**src/rtl/sevseg_capture.sv**
```systemverilog
// Readback monitor for a multiplexed active-low seven-segment bus: filters each
// digit's pattern for stability, inverse-decodes it and keeps per-digit results.
module sevseg_capture #(
   parameter int DIGITS = 4,
   parameter int STABLE = 3
) (
   input  logic                clk,
   input  logic                rst_n,
   input  logic [6:0]          seg_n,
   input  logic [DIGITS-1:0]   an_n,
   input  logic                clr_err,
   output logic [4*DIGITS-1:0] value,
   output logic [DIGITS-1:0]   digit_valid,
   output logic                upd,
   output logic                err,
   output logic                frame_done
);

   localparam int IW = (DIGITS > 1) ? $clog2(DIGITS) : 1;

   typedef enum logic [1:0] {
      S_IDLE,
      S_DWELL,
      S_HELD
   } state_t;

   state_t            state_q, state_d;
   logic [6:0]        seg_q, seg_prev_q;
   logic [DIGITS-1:0] an_q, an_prev_q;
   logic [3:0]        run_q, run_d;
   logic [3:0]        val_q [DIGITS];
   logic [DIGITS-1:0] valid_q;
   logic [DIGITS-1:0] seen_q, seen_d;
   logic              upd_q, err_q, frame_q, frame_d;

   logic              active, changed, commit, legal;
   logic [3:0]        nib;
   logic [3:0]        act_cnt;
   logic [IW-1:0]     act_idx;

   // Inverse of the nibble-to-segment encoder; anything else is illegal.
   always_comb begin
      legal = 1'b1;
      nib   = 4'h0;
      case (seg_q)
         7'b0000001: nib = 4'h0;
         7'b1001111: nib = 4'h1;
         7'b0010010: nib = 4'h2;
         7'b0000110: nib = 4'h3;
         7'b1001100: nib = 4'h4;
         7'b0100100: nib = 4'h5;
         7'b0100000: nib = 4'h6;
         7'b0001111: nib = 4'h7;
         7'b0000000: nib = 4'h8;
         7'b0001100: nib = 4'h9;
         7'b0001000: nib = 4'hA;
         7'b1100000: nib = 4'hB;
         7'b0110001: nib = 4'hC;
         7'b1000010: nib = 4'hD;
         7'b0110000: nib = 4'hE;
         7'b0111000: nib = 4'hF;
         default:    legal = 1'b0;
      endcase
   end

   always_comb begin
      act_cnt = 4'd0;
      act_idx = '0;
      for (int k = 0; k < DIGITS; k++) begin
         if (!an_q[k]) begin
            act_cnt = act_cnt + 4'd1;
            act_idx = IW'(k);
         end
      end
      active  = (act_cnt == 4'd1);
      // Leaving IDLE always starts a fresh dwell, even right after reset.
      changed = (seg_q != seg_prev_q) || (an_q != an_prev_q) || (state_q == S_IDLE);

      if (!active)                   run_d = 4'd0;
      else if (changed)              run_d = 4'd1;
      else if (run_q < 4'(STABLE))   run_d = run_q + 4'd1;
      else                           run_d = run_q;

      commit = active && (state_q != S_HELD) && (run_d == 4'(STABLE));

      if (!active)      state_d = S_IDLE;
      else if (commit)  state_d = S_HELD;
      else if (changed) state_d = S_DWELL;
      else              state_d = state_q;

      seen_d = seen_q;
      if (commit) seen_d[act_idx] = 1'b1;
      frame_d = &seen_d;
      if (frame_d) seen_d = '0;
   end

   always_ff @(posedge clk or negedge rst_n) begin
      if (!rst_n) begin
         seg_q      <= '1;
         seg_prev_q <= '1;
         an_q       <= '1;
         an_prev_q  <= '1;
         run_q      <= 4'd0;
         state_q    <= S_IDLE;
         for (int k = 0; k < DIGITS; k++) val_q[k] <= 4'h0;
         valid_q    <= '0;
         seen_q     <= '0;
         upd_q      <= 1'b0;
         err_q      <= 1'b0;
         frame_q    <= 1'b0;
      end else begin
         seg_q      <= seg_n;
         seg_prev_q <= seg_q;
         an_q       <= an_n;
         an_prev_q  <= an_q;
         run_q      <= run_d;
         state_q    <= state_d;
         seen_q     <= seen_d;
         frame_q    <= frame_d;
         upd_q      <= 1'b0;
         if (commit) begin
            if (legal) begin
               val_q[act_idx]   <= nib;
               valid_q[act_idx] <= 1'b1;
               upd_q            <= !valid_q[act_idx] || (val_q[act_idx] != nib);
            end else begin
               valid_q[act_idx] <= 1'b0;
            end
         end
         // An illegal commit outranks a simultaneous clear.
         if (commit && !legal) err_q <= 1'b1;
         else if (clr_err)     err_q <= 1'b0;
      end
   end

   for (genvar g = 0; g < DIGITS; g++) begin : g_value
      assign value[4*g +: 4] = val_q[g];
   end

   assign digit_valid = valid_q;
   assign upd         = upd_q;
   assign err         = err_q;
   assign frame_done  = frame_q;

endmodule
```
**config.mk**
```make
export PLATFORM = sky130hd
export DESIGN_NAME = sevseg_capture
export DESIGN_NICKNAME = d
export VERILOG_FILES = /design/src/rtl/sevseg_capture.sv
export SDC_FILE = /design/constraint.sdc
export NUM_CORES = 1
export LEC_CHECK = 0
export CAP_MARGIN = 5
export CORE_UTILIZATION = 51
export CTS_BUF_LIST = sky130_fd_sc_hd__clkbuf_8
export CTS_CLUSTER_DIAMETER = 50
export CTS_CLUSTER_SIZE = 10
export DETAILED_ROUTE_END_ITERATION = 10
export GPL_TIMING_DRIVEN = 0
export PLACE_DENSITY = 0.72
export SYNTH_ARGS = -nofsm -noshare
export SYNTH_HDL_FRONTEND = slang
export SYNTH_SLANG_ARGS = --single-unit
```
**constraint.sdc**
```tcl
create_clock -name clk -period 8.8 [get_ports clk]
set_input_delay 1.76 -clock clk [delete_from_list [all_inputs] [get_ports clk]]
set_output_delay 1.76 -clock clk [all_outputs]
set_load 0.02 [all_outputs]
```
==> results.ini <==
[setup_path]
r2r-start = an_q[1]
worstPathMaxFanout = 10
worstSetupEndpointType = flip-flop
slowest_stage = dfstp_2
worst_path_most_repeated_cell = ha_1
regToRegEndpoint = value[12]
cp.arrival_ps = 3590
reg2regPathDepth = 9
crit_type = flip-flop to flip-flop
reg2reg_slack_ps = 5410
start_kind = flip-flop
slowest_delay_ps = 650
critPathLaunch = an_q[1]
crit_end = value[12]
worstPathCellList = inv_1, ha_1, xnor2_1, ha_1, o21ba_1, a211oi_4, nand3_4, nor3_2, mux2_2
crit_required_ps = 9000

[global_routing]
grt_usage_pct = 21.3
antenna_found_initial = 0
gr-total-overflow = 0
grt_pass1_wl_microns = 9720
grt_pass1_vias = 1968
grt_max_degree = 40

[timing]
hold_violations = 0
slew_viol_final = 0
grt_setup_unrepaired = false
finalClockSkew_ps = 5.80
max_slew_margin_pct = 49.7
period_needed_ps = 3390
setup_viol = 0
fin_crit_sh_pct = 38.5
setup_ws_ps = 5410
max_freq_ghz = 0.295
final.setup.tns_ps = 0
tightest_slew_ps = 748

[finish]
area_growth_syn_to_layout_pct = 20.4
drive_gt1_share_pct = 21.8
fill_cells = 445
finalNetCount = 315
antenna_cells = 0

[yosys]
synth_area_per_cell_sq_um = 11.1
synth_edf_count = 0
synth_area_leaders = dfrtp_1 (29%), dfstp_2 (21%), mux2_2 (5.2%)
seq_area_frac_synth_pct = 49.8
yosys.area.top_type = dfrtp_1
synth.distinct_cells = 53
synth_mux_area_share_pct = 7.68
synth_top_family_by_area = simple AND/OR/NAND/NOR gates
synth_nets = 271
ys.flop_type = dfrtp_1
synth_xor_area_share_pct = 7.06
synth_top_area_share_pct = 29.3
synth_simple_gate_area_share_pct = 17.4
post-synth-top-count-cell = dfrtp_1
synth_compound_gate_area_share_pct = 12.5
synth-adder-area-share_pct = 1.78
synth.top_cells.by_count = dfrtp_1 (33), dfstp_2 (22), nor2_1 (22), xnor2_1 (16), mux2_2 (13)
ys_ff_latch = 55
ys_warn_count = 0
synth-async-reset-ratio_pct = 100
synthesis.area_sq_um = 2820
synthCells = 253

[cts]
root_buffer = clkbuf_8
clock-sinks = 55
clk_pin_slew_ps = 90
cts_setup_buffers = 0
cts_resized = 0
numCtsBuffers = 5
worstSkewPairLatency_ps = 310
holdBufCountCts = 0
h-tree-depth = 2
tritoncts = done
cts_buffer_depth = 2

[routing]
wl_microns = 5740
drt-initial-drc-count = 114
via_per_inst = 5.71
wl_per_cell_microns = 15.6
ant_nets = 0
vias = 2101
drt_drc_violations_left = 0
dr.pass1.iters = 4

[min_path]
hold_path_depth = 0
hold_class = flip-flop to flip-flop

[run]
cap_violations = 0

[place]
place_congestion = 0.810
portBuffers = 36
dp_slack_ps = 5480
hpwl_microns = 4110

[floorplan]
start_util_pct = 54.1
die-height_microns = 76.3
ios = 37
core-area_sq_um = 5200
dieArea_sq_um = 5830
die_x_microns = 76.3
rows = 26

[pwr]
p_per_area_nw_per_um2 = 147
p_leak_nw = 1.43
ir_drop_mv = 0.0963

[outcome]
status = finished, final reports clean

-- layer usage --
layer	part of all wire (%)	GRT usage [%]
met4	2.0	9.04
met5	0	0
met3	4.0	4.55
met2	46	31.3
met1	48	30.5
-- logic make-up after synthesis --
family | Yosys count
AND/OR/NAND/NOR | 85
flip-flops | 55
AO/OA/AOI/OAI | 49
XOR/XNOR | 21
buffers and inverters | 21
multiplexers | 18
adder cells (fa/ha/maj) | 4
-- worst min-delay path by stage --
stage	start	slack, ps	end
2_1_floorplan	seg_q[2]	350	seg_prev_q[2]
3_3_place_gp	seg_q[4]	350	seg_prev_q[4]
3_5_place_dp	seg_q[4]	360	seg_prev_q[4]
4_1_cts	seg_q[4]	370	seg_prev_q[4]
5_1_grt	seg_q[4]	380	seg_prev_q[4]
6_report	seg_q[4]	370	seg_prev_q[4]
-- cells in the final DEF, fill, tap and decap left out, types with 8 or more instances in the layout --
| cell type | count |
|---|---|
| mux2_2 | 13 |
| nor3_1 | 8 |
| nor2_1 | 22 |
| xnor2_1 | 16 |
| nand2_1 | 8 |
| dfstp_2 | 22 |
| dfrtp_1 | 33 |
| a21oi_1 | 10 |
| clkdlybuf4s50_1 | 35 |
| inv_1 | 9 |
-- metrics by stage --
stage	cells	total power [mW]	util [%]	hold slack [ps]	instance area, sq um
after floorplan	253	0.314	-	352	2820
after global placement	359	0.334	62.7	354	3270
after detailed placement	360	0.336	63.0	356	3280
after CTS	368	0.505	65.2	370	3390
after global routing	368	0.523	65.2	376	3390
final	368	0.499	65.2	369	3390
-- critical path: cells and delay by family, from the launching register on --
| kind | cells | cell delay (ps) |
|---|---|---|
| compound gates | 2 | 630 |
| xor+xnor | 1 | 210 |
| fa+ha+maj | 2 | 590 |
| buf+inv | 1 | 70 |
| flops | 1 | 650 |
| mux | 1 | 410 |
| simple gates | 2 | 710 |
-- cell type report --
cell class	instances	area, sq um	share of cell area (%)
flip-flops and latches	55	1400	41.4
multi-input cells	177	1310	38.6
repair buffers	37	375	11.1
well taps	70	87.6	2.58
plain buffers	12	71.3	2.10
clock buffers	5	68.8	2.03
clock inverters	3	43.8	1.29
inverters	9	33.8	0.996
-- where the power goes --
part / switching [mW] / internal [mW]
clock: 0.0826 / 0.0848
combinational: 0.0353 / 0.0265
sequential: 0.00618 / 0.263
-- registers in the layout, indices dropped and copies added, names as in the netlist, named ones only --
signal	count
run_q	4
frame_done	1
state_q	2
an_q	4
upd	1
seen_q	4
err	1
value	16
seg_prev_q	7
an_prev_q	4
seg_q	7
(Power assumes the default switching activity.)
